==> src/rtl/rr_arb_mux_if.sv <==
// Valid/ready bundle for rr_arb_mux: NUM_IN source channels in, one registered channel out.
interface rr_arb_mux_if #(
  parameter int unsigned WIDTH  = 32,
  parameter int unsigned NUM_IN = 4
);
  localparam int unsigned SEL_W = (NUM_IN > 1) ? $clog2(NUM_IN) : 1;

  logic [NUM_IN-1:0]       in_valid;
  logic [NUM_IN*WIDTH-1:0] in_data;
  logic [NUM_IN-1:0]       in_ready;
  logic                    sel_override_en;
  logic [SEL_W-1:0]        sel_override;
  logic                    out_valid;
  logic [WIDTH-1:0]        out_data;
  logic [SEL_W-1:0]        out_src;
  logic                    out_ready;

  modport master (
    output in_valid, in_data, sel_override_en, sel_override, out_ready,
    input  in_ready, out_valid, out_data, out_src
  );

  modport slave (
    input  in_valid, in_data, sel_override_en, sel_override, out_ready,
    output in_ready, out_valid, out_data, out_src
  );
endinterface

==> src/rtl/rr_arb_mux.sv <==
// N-input round-robin (or index-forced) arbitrating mux feeding a one-entry output register
// with valid/ready backpressure.
module rr_arb_mux #(
  parameter int unsigned WIDTH  = 32,
  parameter int unsigned NUM_IN = 4
) (
  input logic         clk,
  input logic         reset,
  rr_arb_mux_if.slave bus
);
  localparam int unsigned SEL_W = (NUM_IN > 1) ? $clog2(NUM_IN) : 1;

  logic [NUM_IN-1:0] grant;
  logic [NUM_IN-1:0] ready;
  logic [SEL_W-1:0]  grant_idx;
  logic [WIDTH-1:0]  grant_data;
  logic              load_en;
  logic              xfer;

  logic [SEL_W-1:0]  rr_ptr_q;
  logic              out_valid_q;
  logic [WIDTH-1:0]  out_data_q;
  logic [SEL_W-1:0]  out_src_q;

  assign load_en = !out_valid_q || bus.out_ready;

  always_comb begin : grant_sel
    logic found;
    int   idx;
    grant     = '0;
    grant_idx = '0;
    found     = 1'b0;
    idx       = 0;
    if (bus.sel_override_en) begin
      // Out-of-range forced index grants nothing.
      if (int'(bus.sel_override) < int'(NUM_IN)) begin
        grant_idx               = bus.sel_override;
        grant[bus.sel_override] = bus.in_valid[bus.sel_override];
      end
    end else begin
      // Search starts just after the last winner; the last winner is searched last.
      for (int k = 1; k <= int'(NUM_IN); k++) begin
        idx = (int'(rr_ptr_q) + k) % int'(NUM_IN);
        if (!found && bus.in_valid[idx]) begin
          found      = 1'b1;
          grant[idx] = 1'b1;
          grant_idx  = SEL_W'(idx);
        end
      end
    end
  end

  always_comb begin : data_sel
    grant_data = '0;
    for (int i = 0; i < int'(NUM_IN); i++) begin
      if (grant[i]) grant_data = bus.in_data[i*WIDTH +: WIDTH];
    end
  end

  assign ready = reset ? '0 : (grant & {NUM_IN{load_en}});
  assign xfer  = |(bus.in_valid & ready);

  always_ff @(posedge clk) begin
    if (reset) begin
      out_valid_q <= 1'b0;
      out_data_q  <= '0;
      out_src_q   <= '0;
      rr_ptr_q    <= SEL_W'(NUM_IN - 1);
    end else if (xfer) begin
      out_valid_q <= 1'b1;
      out_data_q  <= grant_data;
      out_src_q   <= grant_idx;
      rr_ptr_q    <= grant_idx;
    end else if (bus.out_ready) begin
      out_valid_q <= 1'b0;
    end
  end

  assign bus.in_ready  = ready;
  assign bus.out_valid = out_valid_q;
  assign bus.out_data  = out_data_q;
  assign bus.out_src   = out_src_q;
endmodule

==> src/flat_wrapper.sv <==
// flat-port wrapper written by rule: the top's interface ports become plain ports
module rr_arb_mux_flat 
#(
  parameter int unsigned WIDTH  = 32,
  parameter int unsigned NUM_IN = 4
)
  (clk, reset, bus_in_valid, bus_in_data, bus_sel_override_en, bus_sel_override, bus_out_ready, bus_in_ready, bus_out_valid, bus_out_data, bus_out_src);
  rr_arb_mux_if #(.WIDTH(WIDTH), .NUM_IN(NUM_IN)) bus_i ();
  input logic clk;
  input logic reset;
  input wire logic [$bits(bus_i.in_valid)-1:0] bus_in_valid;
  input wire logic [$bits(bus_i.in_data)-1:0] bus_in_data;
  input wire logic [$bits(bus_i.sel_override_en)-1:0] bus_sel_override_en;
  input wire logic [$bits(bus_i.sel_override)-1:0] bus_sel_override;
  input wire logic [$bits(bus_i.out_ready)-1:0] bus_out_ready;
  output wire logic [$bits(bus_i.in_ready)-1:0] bus_in_ready;
  output wire logic [$bits(bus_i.out_valid)-1:0] bus_out_valid;
  output wire logic [$bits(bus_i.out_data)-1:0] bus_out_data;
  output wire logic [$bits(bus_i.out_src)-1:0] bus_out_src;
  assign bus_i.in_valid = bus_in_valid;
  assign bus_i.in_data = bus_in_data;
  assign bus_i.sel_override_en = bus_sel_override_en;
  assign bus_i.sel_override = bus_sel_override;
  assign bus_i.out_ready = bus_out_ready;
  assign bus_in_ready = bus_i.in_ready;
  assign bus_out_valid = bus_i.out_valid;
  assign bus_out_data = bus_i.out_data;
  assign bus_out_src = bus_i.out_src;
  rr_arb_mux #(.WIDTH(WIDTH), .NUM_IN(NUM_IN)) u_core (.clk(clk), .reset(reset), .bus(bus_i));
endmodule
==> config.mk <==
export PLATFORM = sky130hd
export DESIGN_NAME = rr_arb_mux_flat
export DESIGN_NICKNAME = d
export VERILOG_FILES = /design/src/rtl/rr_arb_mux_if.sv /design/src/rtl/rr_arb_mux.sv /design/src/flat_wrapper.sv
export SDC_FILE = /design/constraint.sdc
export NUM_CORES = 1
export LEC_CHECK = 0
export ABC_AREA = 1
export BUFFER_PORTS_ARGS = -buffer_cell sky130_fd_sc_hd__buf_2
export CAP_MARGIN = 20
export CORE_ASPECT_RATIO = 2
export CORE_MARGIN = 3
export CORE_UTILIZATION = 45
export DETAILED_ROUTE_END_ITERATION = 6
export GPL_ROUTABILITY_DRIVEN = 0
export GPL_TIMING_DRIVEN = 1
export PLACE_DENSITY = 0.9
export SETUP_SLACK_MARGIN = 0.02
export SYNTH_ARGS = -nofsm -noshare
export SYNTH_HDL_FRONTEND = slang
export SYNTH_SLANG_ARGS = --single-unit
==> constraint.sdc <==
create_clock -name clk -period 3.5 [get_ports clk]
set_input_delay 0.175 -clock clk [delete_from_list [all_inputs] [get_ports clk]]
set_output_delay 0.175 -clock clk [all_outputs]
set_load 0.01 [all_outputs]
======== Word-level counts from Yosys, hierarchy flattened ========
Cells that the tools add are included.
W data, S select, Z words.
word-level totals
  register bits ........................... 37
  latch bits .............................. 0
  memory bits (writable) .................. 0
  ROM bits ................................ 0
  input port bits ......................... 138
  output and inout port bits .............. 39
  logic and storage cells ................. 97
  memories kept ........................... 0
operators by class
  add/subtract/negate cells ............... 4
  $mul .................................... 0
  divide/modulo/power cells ............... 0
  $lt $le $gt $ge ......................... 10
  equal/unequal tests ..................... 0
  shift operators ......................... 0
  multiplexer cells ....................... 50
  bitwise logic cells ..................... 10
  reductions and logical operators ........ 19
operators with widths
  operator               count
  $mux W32               4
  $mux W4                9
  $mux W1                22
  $lt A3 B4 Y1 const B   4
  $and A4 B4 Y4          3
  $ge A3 B1 Y1 const B   4
  $or A4 B4 Y4           3
  $bmux W1 S2            5
  $demux W1 S2           5
  $mux W2                5
  $logic_and A1 B1 Y1    8
  $reduce_or A2 Y1       4
  $add A2 B1 Y2 const B  2
  $add A2 B2 Y2 const B  2
  $and A1 B1 Y1 const A  4
  $logic_not A1 Y1       4
  $reduce_or A4 Y1       1
  $lt A2 B3 Y1 const B   1
  $ge A2 B1 Y1 const B   1
  $reduce_bool A2 Y1     1
  $logic_or A1 B1 Y1     1

======== Logic depth before layout (Yosys ltp) ========
Gate-level depths: netlist of the first run.
  word-level depth ........................ 25
  depth in mapped cells ................... 20
  mapped depth without buffers ............ 17

======== Worst setup path before layout of the first run ========
No wires, ideal clock.
  kind .................................... register to register
  from .................................... register u_core.rr_ptr_q[0]
  to ...................................... register u_core.out_data_q[18], in the netlist u_core.bus.out_data[18]
  setup time .............................. 114 ps
  data arrival time ....................... 2392 ps
  required time ........................... 3386 ps
  path slack .............................. 994 ps
  stages on the path, launching flop included .. 20
  path buffers ............................ 3
  period minus slack after synthesis ...... 2506 ps
  cells stage by stage .................... dfxtp_1 buf_6 inv_4 ha_1 inv_1 nand3_1 nand2_2 nand2_1 nor2_4 nand2_1 nand3_1 nand2_1 nand2_2 nand3_2 nand2_1 nor2_2 buf_6 buf_4 a21oi_1 nor2_1
between the ends
  longest elaborated chain between the ends .. 22
  elaborated cells on any way between the ends .. 75
  classes of those cells .................. add/sub: 4; order compare: 8; mux: 39; bitwise: 9; reduce/logical: 15
RTL lines
  item                                                                  line                                text
  from (decl)                                                           rr_arb_mux.sv:20                    logic [SEL_W-1:0] rr_ptr_q;
  from (signal assigned)                                                rr_arb_mux.sv:68                    rr_ptr_q <= SEL_W'(NUM_IN - 1);
  from (signal assigned)                                                rr_arb_mux.sv:73                    rr_ptr_q <= grant_idx;
  $add A2 B1 Y2                                                         rr_arb_mux.sv:43                    idx = (int'(rr_ptr_q) + k) % int'(NUM_IN);
  $reduce_or A2 Y1 (no source line) or $bmux W1 S2 (tied branches)      --
  $and A1 B1 Y1 (no source line) or $mux W1 (tied branches)             --
  $lt A3 B4 Y1 (implied by the code) (tied with other cells)            rr_arb_mux.sv:46                    grant[idx] = 1'b1;
  $logic_and A1 B1 Y1 (implied by the code) or $mux W1 (tied branches)  rr_arb_mux.sv:46, rr_arb_mux.sv:44
  $mux W1, on equally long branches                                     rr_arb_mux.sv:46, rr_arb_mux.sv:34
  $demux W1 S2 or $logic_not A1 Y1 (tied branches)                      --
  $mux W4 or $logic_and A1 B1 Y1 (tied branches)                        rr_arb_mux.sv:44                    if (!found && bus.in_valid[idx]) begin
  (+6 left out)                                                         --
  $mux W4 or $logic_not A1 Y1 (tied branches)                           rr_arb_mux.sv:34, rr_arb_mux.sv:44
  $or A4 B4 Y4 (no source line) or $logic_and A1 B1 Y1 (tied branches)  --
  $mux W4 *                                                             rr_arb_mux.sv:44
  $mux W4 *                                                             rr_arb_mux.sv:34                    if (bus.sel_override_en) begin
  $and A4 B4 Y4 or $mux W32 (tied branches)                             rr_arb_mux.sv:60, rr_arb_mux.sv:56
  $mux W4 or $mux W32 (tied branches)                                   rr_arb_mux.sv:60, rr_arb_mux.sv:56
  $and A4 B4 Y4 or $mux W32 (tied branches)                             rr_arb_mux.sv:61, rr_arb_mux.sv:56
  $reduce_or A4 Y1 or $mux W32 (tied branches)                          rr_arb_mux.sv:61, rr_arb_mux.sv:56
  to (signal assigned)                                                  rr_arb_mux.sv:71                    out_data_q <= grant_data;
  to (decl)                                                             rr_arb_mux.sv:22                    logic [WIDTH-1:0] out_data_q;
Mark *: on every way between the ends. The rest lies on a longest branch, timed or not. The select of a mux whose other input is x is not followed.
A chain may end at the register's enable or synchronous reset.

======== Worst setup path in the final report of the first run ========
  from .................................... register u_core.rr_ptr_q[0]
  to ...................................... output bus_in_ready[2]
between the ends
  longest elaborated chain between the ends .. 20
  elaborated cells on any way between the ends .. 69
  classes of those cells .................. add/sub: 4; order compare: 8; mux: 35; bitwise: 8; reduce/logical: 14
RTL lines
  item                                                                  line                                text
  $add A2 B1 Y2                                                         rr_arb_mux.sv:43
  $reduce_or A2 Y1 (no source line) or $bmux W1 S2 (tied branches)      --
  $and A1 B1 Y1 (no source line) or $mux W1 (tied branches)             --
  $lt A3 B4 Y1 (implied by the code) (tied with other cells)            rr_arb_mux.sv:46
  $logic_and A1 B1 Y1 (implied by the code) or $mux W1 (tied branches)  rr_arb_mux.sv:46, rr_arb_mux.sv:44
  $mux W1, on equally long branches                                     rr_arb_mux.sv:46, rr_arb_mux.sv:34
  $demux W1 S2 or $logic_not A1 Y1 (tied branches)                      --
  $mux W4 or $logic_and A1 B1 Y1 (tied branches)                        rr_arb_mux.sv:44
  (+4 left out)                                                         --
  $or A4 B4 Y4 (no source line) or $mux W1 (tied branches)              --
  $mux W4 or $mux W1 (tied branches)                                    rr_arb_mux.sv:44, rr_arb_mux.sv:34
  $mux W4 or $logic_not A1 Y1 (tied branches)                           rr_arb_mux.sv:34, rr_arb_mux.sv:44
  $or A4 B4 Y4 (no source line) or $logic_and A1 B1 Y1 (tied branches)  --
  $mux W4 *                                                             rr_arb_mux.sv:44
  $mux W4 *                                                             rr_arb_mux.sv:34
  $and A4 B4 Y4 *                                                       rr_arb_mux.sv:60                    assign ready = reset ? '0 : (grant & {NUM_IN{load_en}});
  $mux W4 *                                                             rr_arb_mux.sv:60
  to (decl)                                                             flat_wrapper.sv:16                  output wire logic [$bits(bus_i.in_ready)-1:0] bus_in_ready;
Marks and branches as above.

==> flow_summary.yaml, run 1 <==
outcome:
  status: "finished, final reports clean"
sta:
  hold_viol_final: 0
  skew_ns: 0.00453
  max_slew_margin_pct: 42.9
  setup_ws_ns: 0.418
  fmax_mhz: 325
  worstMarginPinSlew_ns: 0.856
  rsz0062_at_grt: "no"
  tns_ns: 0
  setup_viol: 0
  period_needed_ns: 3.08
  fin_crit_sh_pct: 88.0
  drv_slew: 0
clock_network:
  post_cts_resized: 0
  clk_pin_slew_ns: 0.06
  cts_setup_buffers: 0
  clockBufferDepth: 2
  htreeDepth: 2
  cts_tree: "done"
  hold_buffers: 0
  clk-insertion-delay-late_ns: 0.28
  clkSinkCount: 37
  clockRootBuffer: "clkbuf_16"
  cts_buffers: 5
floorplan:
  floorplan.die.width_microns: 67.8
  dieArea_sq_um: 8780
  pin_count: 177
  core_area_sq_um: 7320
  start_util_pct: 46.9
  num_rows: 44
  die_h_microns: 130
worst_setup_path:
  start_kind: "register"
  arrival_ns: 2.91
  crit_type: "register to output port"
  cp_data_required_time_ns: 3.32
  crit_fanout: 23
  endpoint_kind: "output port"
global_routing:
  antenna_found_initial: 1
  grt_pass1_wl_mm: 18.8
  grt_pass1_vias: 4189
  grt.total_usage_pct: 27.4
  grt-ovfl-total: 0
  grt_max_degree: 67
synthesis:
  ys_ff_latch: 37
  netlist_instances: 622
  avgSynthCellArea_sq_um: 5.52
  ys_seq_area_share_pct: 21.6
  syn_area_sq_um: 3430
  synthDistinctLibCells: 29
  synth_fp_nets: 768
  yosys_warnings: 0
routing:
  num_vias: 4510
  drt-vias-per-instance: 5.14
  drc: 0
  wirelength_mm: 12.1
  dr.pass1.iters: 7
  drt_iter0_markers: 266
  ant_nets: 0
  wl_per_cell_microns: 13.8
power_and_ir_drop:
  p_sw_share_pct: 45.8
  power_frac_comb_pct: 57.7
  p_int_w: 0.00132
  ir_worst_vdd_mv: 0.307
  leakage_nw: 2.72
  p_sw_w: 0.00111
  clkPwrFrac_pct: 19.2
  power.density_nw_per_um2: 529
  p_seq_share_pct: 23.1
cells_and_area:
  syn2layout_area_growth_pct: 33.6
  final_nets: 929
  fin_util_pct: 62.6
  final_cell_mix: "nand2_1 (202), buf_2 (176), nand3_1 (81)"
  final_common_cell: "nand2_1"
  final_layout_size_suffix_gt1_share_pct: 31.6
  final_cell_area_sq_um: 4590
job:
  cap_violations: 0
placed_design:
  place_hpwl_mm: 9.13
  place_ws_ns: 0.684
  port_buffers: 176
  dpl-instance-area_sq_um: 4400
hold_path:
  hold_path_class: "input port to register"
==> cells by family after synthesis <==
family                   share of synthesized area (%)
adder cells (fa/ha/maj)                           2.92
buffers and inverters                             14.8
flip-flops                                        21.6
AND/OR/NAND/NOR                                   48.6
AO/OA/AOI/OAI                                     12.1
==> stage by stage <==
| stage | hold WS (ns) | power (W) | instances |
|---|---|---|---|
| after floorplan | 0.244 | 0.00154 | 622 |
| after global placement | 0.409 | 0.00193 | 867 |
| after detailed placement | 0.413 | 0.00195 | 867 |
| after CTS | 0.115 | 0.00242 | 875 |
| after global routing | 0.128 | 0.00263 | 877 |
| final | 0.128 | 0.00243 | 877 |
==> cells in the mapped netlist <==
| cell type | number | area (sq um) |
|---|---|---|
| a21boi_0 | 1 | 7.51 |
| a21boi_1 | 1 | 7.51 |
| a21oi_1 | 70 | 350 |
| buf_1 | 1 | 3.75 |
| buf_2 | 14 | 70.1 |
| buf_4 | 3 | 22.5 |
| buf_6 | 3 | 33.8 |
| clkbuf_1 | 14 | 52.6 |
| clkinv_1 | 2 | 7.51 |
| dfxtp_1 | 37 | 741 |
| ha_1 | 8 | 100 |
| inv_1 | 80 | 300 |
| inv_2 | 3 | 11.3 |
| inv_4 | 1 | 6.26 |
| nand2_1 | 202 | 758 |
| nand2_2 | 6 | 37.5 |
| nand3_1 | 81 | 405 |
| nand3_2 | 4 | 40.0 |
| nand4_1 | 5 | 31.3 |
| nor2_1 | 40 | 150 |
| nor2_2 | 2 | 12.5 |
| nor2_4 | 2 | 22.5 |
| nor3_1 | 2 | 10.0 |
| o211ai_1 | 1 | 7.51 |
| o21ai_0 | 3 | 15.0 |
| o22ai_1 | 1 | 6.26 |
| o31ai_1 | 3 | 22.5 |
| or2_1 | 1 | 6.26 |
| or2_2 | 31 | 194 |
==> cell type report <==
cell class              instances  area [sq um]
diodes                          1          2.50
multi-input cells             464          2210
repair buffers                189          1040
flip-flops and latches         37           741
well taps                      92           115
clock inverters                 2          13.8
clock buffers                   6           139
fillers                       718          2740
inverters                      86           325
==> state kept, by name, indices dropped and copies added (netlist names) <==
signal,cells
u_core.rr_ptr_q,2
u_core.bus.out_valid,1
u_core.bus.out_src,2
u_core.bus.out_data,32
==> worst paths after layout <==
kind,startpoint,end,slack [ns],cells past startpoint
max,u_core.rr_ptr_q[0],bus_in_ready[2],0.42,15
min,reset,u_core.bus.out_src[1],0.13,2
max reg2reg,u_core.rr_ptr_q[0],u_core.bus.out_data[26],0.66,17
min reg2reg,u_core.bus.out_data[30],u_core.bus.out_data[30],0.51,4
==> layer usage <==
metal  vias to the layer above  GRT usage [%]  wire (microns)
met1                      1977           29.2            4210
met3                        47           4.16             970
met2                       221           49.3            6330
li1                       2265              -               -
met5                         -              0               0
met4                         0           15.1             588
==> critical path, cell delays in order (launching register included) <==
cell     delay, ns
dfxtp_1       0.38
inv_4         0.09
ha_1          0.34
inv_1         0.12
nand3_1       0.10
nand2_2       0.10
nand2_1       0.11
nor2_4        0.17
nand2_1       0.06
nand3_1       0.08
nand2_1       0.06
nand2_2       0.27
inv_1         0.27
buf_12        0.24
nor2_1        0.10
buf_2         0.14
==> power by group through the flow <==
stage | clock (W) | sequential, W | combinational, W
6_report | 0.000466 | 0.000562 | 0.00140
5_1_grt | 0.000491 | 0.000571 | 0.00157
4_1_cts | 0.000476 | 0.000561 | 0.00139
3_5_place_dp | 0 | 0.000570 | 0.00138
3_3_place_gp | 0 | 0.000567 | 0.00136
2_1_floorplan | 0 | 0.000612 | 0.000924
Power figures use the tool's default switching activity.
==> inputs of run 2 (changes only) <==
--- a/config.mk
+++ b/config.mk
@@ -14,7 +14,7 @@
 export DETAILED_ROUTE_END_ITERATION = 6
 export GPL_ROUTABILITY_DRIVEN = 0
 export GPL_TIMING_DRIVEN = 1
-export PLACE_DENSITY = 0.9
+export PLACE_DENSITY = 0.84
 export SETUP_SLACK_MARGIN = 0.02
 export SYNTH_ARGS = -nofsm -noshare
 export SYNTH_HDL_FRONTEND = slang
==> flow_summary.yaml, run 2 (synthesis results as in run 1) <==
routing:
  drt-vias-per-instance: 5.30
  ant_nets: 0
  drt_iter0_markers: 311
  wl_per_cell_microns: 14.7
  num_vias: 4662
  dr.pass1.iters: 5
  drc: 0
  wirelength_mm: 13.0
clock_network:
  clkSinkCount: 37
  cts_buffers: 5
  htreeDepth: 2
  cts_setup_buffers: 0
  clk_pin_slew_ns: 0.06
  post_cts_resized: 0
  clockRootBuffer: "clkbuf_16"
  clockBufferDepth: 2
  hold_buffers: 0
  cts_tree: "done"
  clk-insertion-delay-late_ns: 0.29
worst_setup_path:
  r2r_start: "u_core.rr_ptr_q[0]"
  cp_data_required_time_ns: 3.32
  reg2reg_to: "u_core.bus.out_data[6]"
  crit_end: "bus_in_ready[2]"
  crit_start: "u_core.rr_ptr_q[0]"
  worst_path_most_repeated_cell: "nand2_1"
  cp_num_cells: 14
  path_buf_inv: 4
  cp_top_family: "simple AND/OR/NAND/NOR gates"
  worstRegToRegCells: 17
  crit_fanout: 17
  slowest_delay_ns: 0.49
  arrival_ns: 3.02
  start_kind: "register"
  rrSetupSlack_ns: 0.48
  crit_type: "register to output port"
  crit_chain: "inv_4 -> ha_1 -> inv_1 -> nand3_1 -> nand2_2 -> nand2_1 -> nor2_4 -> nand2_1 -> nand3_1 -> nand2_1 -> nand2_2 -> clkinvlp_4 -> nor2_1 -> buf_2"
  critical_path.slowest_cell: "dfxtp_2"
  endpoint_kind: "output port"
floorplan:
  pin_count: 177
  core_area_sq_um: 7320
  floorplan.die.width_microns: 67.8
  die_h_microns: 130
  num_rows: 44
  start_util_pct: 46.9
  dieArea_sq_um: 8780
outcome:
  status: "finished, final reports clean"
sta:
  fmax_mhz: 313
  tns_ns: 0
  rsz0062_at_grt: "no"
  worstMarginPinSlew_ns: 0.801
  drv_slew: 0
  period_needed_ns: 3.19
  setup_viol: 0
  max_slew_margin_pct: 46.6
  fin_crit_sh_pct: 91.3
  skew_ns: 0.00538
  hold_viol_final: 0
placed_design:
  place_hpwl_mm: 9.80
  port_buffers: 176
power_and_ir_drop:
  leakage_nw: 2.72
  power_w: 0.00247
  ir_worst_vdd_mv: 0.248
  power.density_nw_per_um2: 539
cells_and_area:
  regArea_sq_um: 743
  largest_register_ffs: 32
  final_nets: 932
  syn2layout_area_growth_pct: 33.6
  fin_util_pct: 62.7
  final_common_cell: "nand2_1"
  multiInputGateArea_sq_um: 2210
  final_cell_mix: "nand2_1 (202), buf_2 (176), nand3_1 (81)"
  nFillCells: 699
  final_layout_size_suffix_gt1_share_pct: 32.3
global_routing:
  antenna_found_initial: 1
  grt_max_degree: 43
  grt.total_usage_pct: 29.7
  grt_pass1_wl_mm: 20.1
  grt_pass1_vias: 4427
  grt-ovfl-total: 0
hold_path:
  hold_path_class: "input port to register"
job:
  cap_violations: 0
run 2: worst register-to-register path: cells and delay by family, from the launching register on:
family	cells	cell delay, ns
buffers and inverters	3	0.51
adder cells (fa/ha/maj)	1	0.36
AO/OA/AOI/OAI	1	0.14
flip-flops	1	0.49
AND/OR/NAND/NOR	12	1.45
run 2: layer usage:
metal  GRT usage (%)  vias to the layer above  wire length (microns)
met4            22.0                        0                    807
met1            31.1                     2040                   4360
met5               0                        -                      0
li1                -                     2271                      -
met2            51.7                      284                   6810
met3            4.08                       67                    977
run 2: power by group:
part	switching [W]	total, W	internal [W]
registers	0.0000665	0.000581	0.000515
clock network	0.000186	0.000487	0.000302
logic	0.000886	0.00140	0.000519
run 2: final cells by class:
class / instances / area share (%)
repair buffers: 191 / 22.2
multi-input cells: 464 / 48.3
flip-flops and latches: 37 / 16.2
clock inverters: 1 / 0.109
clock buffers: 7 / 3.33
inverters: 86 / 7.17
well taps: 92 / 2.51
repair inverters: 1 / 0.164
diodes: 1 / 0.0545
run 2: worst min-delay path by stage:
stage / from / to / slack [ns] / depth (start not counted)
global route: reset / u_core.bus.out_src[1] / 0.13 / 2
detailed placement: reset / u_core.bus.out_src[0] / 0.43 / 2
floorplan: reset / u_core.bus.out_src[0] / 0.24 / 1
finish: reset / u_core.bus.out_src[0] / 0.13 / 2
global placement: reset / u_core.bus.out_src[0] / 0.41 / 2
CTS: reset / u_core.bus.out_src[0] / 0.12 / 2
run 2: metrics by stage:
step	std cells	instance area, sq um	hold WS [ns]	setup slack, ns
6_report	880	4590	0.135	0.306
5_1_grt	880	4590	0.128	0.0963
4_1_cts	877	4550	0.123	0.0379
3_5_place_dp	869	4390	0.428	0.300
3_3_place_gp	869	4390	0.415	0.431
2_1_floorplan	622	3430	0.244	0.994
==> inputs of run 3 (changes only) <==
--- a/config.mk
+++ b/config.mk
@@ -5,16 +5,16 @@
 export SDC_FILE = /design/constraint.sdc
 export NUM_CORES = 1
 export LEC_CHECK = 0
-export ABC_AREA = 1
 export BUFFER_PORTS_ARGS = -buffer_cell sky130_fd_sc_hd__buf_2
 export CAP_MARGIN = 20
 export CORE_ASPECT_RATIO = 2
 export CORE_MARGIN = 3
-export CORE_UTILIZATION = 45
+export CORE_UTILIZATION = 44
+export CTS_CLUSTER_DIAMETER = 60
 export DETAILED_ROUTE_END_ITERATION = 6
 export GPL_ROUTABILITY_DRIVEN = 0
 export GPL_TIMING_DRIVEN = 1
-export PLACE_DENSITY = 0.84
+export PLACE_DENSITY = 0.85
 export SETUP_SLACK_MARGIN = 0.02
 export SYNTH_ARGS = -nofsm -noshare
 export SYNTH_HDL_FRONTEND = slang
==> flow_summary.yaml, run 3 <==
placed_design:
  place_hpwl_mm: 8.57
  dpl.cell_count: 631
  port_buffers: 176
  place_ws_ns: 0.0949
routing:
  num_vias: 3888
  dr.pass1.iters: 5
  drc: 0
  drt-vias-per-instance: 6.07
  drt_iter0_markers: 437
  wirelength_mm: 11.5
  ant_nets: 0
  wl_per_cell_microns: 17.9
clock_network:
  hold_buffers: 0
  clk_pin_slew_ns: 0.06
  htreeDepth: 2
  cts_tree: "done"
  clk-insertion-delay-late_ns: 0.28
  clkSinkCount: 37
  clockBufferDepth: 2
  cts_buffers: 5
  clockRootBuffer: "clkbuf_16"
sta:
  skew_ns: 0.00472
  setup_ws_ns: 0.208
  fin_crit_sh_pct: 94.1
  hold_viol_final: 0
  drv_slew: 0
  worstMarginPinSlew_ns: 0.665
  max_slew_margin_pct: 55.6
  period_needed_ns: 3.29
  whs_ns: 0.144
  setup_viol: 0
  fmax_mhz: 304
  rsz0062_at_grt: "yes"
synthesis:
  muxShareOfSynthArea_pct: 4.04
  avgSynthCellArea_sq_um: 7.52
  ys.flop_type: "dfxtp_1"
  synth_simple_gate_area_share_pct: 24.2
  synth_most_common_cell: "nand2_1"
  synth_compound_area_share_pct: 36.6
  synthDistinctLibCells: 41
  synth_fa_ha_area_share_pct: 3.37
  synthArstFlopShare_pct: 0
  yosysTopAreaCell: "dfxtp_1"
  syn_area_sq_um: 2970
  synth-xor-area-share_pct: 0
  ys_seq_area_share_pct: 24.9
  synth_fp_nets: 541
  synth_top_family_by_area: "compound AO/OA/AOI/OAI gates"
  yosys_warnings: 0
  synth_common_cells: "nand2_1 (76), o21ai_0 (63), dfxtp_1 (37)"
  synth_top_area_share_pct: 24.9
  ys_ff_latch: 37
  synth_edf_count: 0
  synth_area_leaders: "dfxtp_1 (25%), o21ai_0 (11%), nand2_1 (9.6%), o221ai_1 (9.4%), nor3b_1 (9.1%)"
  netlist_instances: 395
worst_setup_path:
  r2r_start: "u_core.rr_ptr_q[1]"
  crit_chain: "inv_1 -> ha_2 -> mux4_2 -> nor4b_4 -> a221o_1 -> o21a_1 -> buf_12 -> nor2b_1 -> buf_2"
  reg2reg_to: "u_core.bus.out_data[0]"
  crit_type: "register to output port"
  cp_data_required_time_ns: 3.32
  rrSetupSlack_ns: 0.24
  worstRegToRegCells: 10
  endpoint_kind: "output port"
  arrival_ns: 3.12
  start_kind: "register"
  cp_top_family: "multiplexers"
  path_buf_inv: 3
  slowest_delay_ns: 0.58
  critical_path.slowest_cell: "mux4_2"
  crit_fanout: 33
global_routing:
  grt_max_degree: 44
  antenna_found_initial: 0
  grt.total_usage_pct: 28.0
  grt_use_met3_pct: 3.51
  use_met2_pct: 52.9
  grt_pass1_wl_mm: 17.7
  grt-ovfl-total: 0
  top_usage_layer: "met2"
  use_met1_pct: 28.5
  grt_pass1_vias: 3902
cells_and_area:
  fin_util_pct: 64.1
  final_nets: 700
  fin_cells: 641
  final_layout_size_suffix_gt1_share_pct: 39.8
  final_common_cell: "buf_2"
  regArea_sq_um: 741
  largest_register_ffs: 32
  multiInputGateArea_sq_um: 2050
  num_antenna_cells: 0
  final_cell_mix: "buf_2 (176), nand2_1 (76), o21ai_0 (63)"
  nFillCells: 580
  syn2layout_area_growth_pct: 38.5
floorplan:
  floorplan.die.width_microns: 64.1
  core_area_sq_um: 6410
  die_h_microns: 122
  start_util_pct: 46.3
  dieArea_sq_um: 7830
  pin_count: 177
  num_rows: 41
job:
  cap_violations: 0
power_and_ir_drop:
  power.density_nw_per_um2: 419
  ir_worst_vdd_mv: 0.263
  leakage_nw: 1.83
  power_w: 0.00172
hold_path:
  min_to: "u_core.bus.out_data[19]"
  hold_path_class: "input port to register"
  hold_depth: 3
  worstHoldStart: "bus_in_data[115]"
outcome:
  status: "finished, final reports clean"
[run 3: timing repair]
item	CTS	global route
resized for setup	1	4
gates cloned	0	0
setup buffers	0	2
setup endpoints to repair	1	34
pin swaps	0	1
[run 3: stage by stage]
| step | setup TNS [ns] | area [sq um] |
|---|---|---|
| after CTS | 0 | 4080 |
| after floorplan | 0 | 2970 |
| after global placement | 0 | 3920 |
| final | 0 | 4110 |
| after global routing | -0.00197 | 4110 |
| after detailed placement | 0 | 3920 |
[run 3: worst max-delay path by stage]
stage / slack [ns] / endpoint / from / cells past startpoint
floorplan: 0.14 / u_core.bus.out_data[10] / u_core.rr_ptr_q[1] / 11
global placement: 0.25 / u_core.bus.out_data[23] / u_core.rr_ptr_q[0] / 10
detailed placement: 0.09 / u_core.bus.out_data[20] / u_core.rr_ptr_q[0] / 10
CTS: 0.15 / u_core.bus.out_data[20] / u_core.rr_ptr_q[0] / 11
global route: -0.002 / u_core.bus.out_data[28] / u_core.rr_ptr_q[1] / 10
finish: 0.21 / bus_in_ready[1] / u_core.rr_ptr_q[1] / 9
[run 3: cell type report]
type                    instances  area share (%)
clock buffers                   7            3.71
clock inverters                 1           0.122
inverters                       5           0.456
multi-input cells             311            49.9
flip-flops and latches         37            18.0
well taps                      86            2.62
repair buffers                194            25.2
[run 3: layer usage]
metal / part of all wire, % / up-vias
met1: 35 / 1793
met3: 6.7 / 45
met5: 0 / -
met2: 54 / 240
met4: 4.1 / 0
li1: - / 1810
[run 3: logic make-up after synthesis]
logic type	count (synthesis)
compound gates	155
fa+ha+maj	8
buf+inv	47
flops	37
mux	7
simple gates	141
[run 3: worst min-delay path, stage by stage]
cell and delay [ns]:
buf_2 0.09, nand2_1 0.04, a31oi_1 0.07
[run 3: where the power goes]
group	internal (W)	switching (W)
logic	0.000310	0.000432
registers	0.000478	0.0000280
clock network	0.000302	0.000175
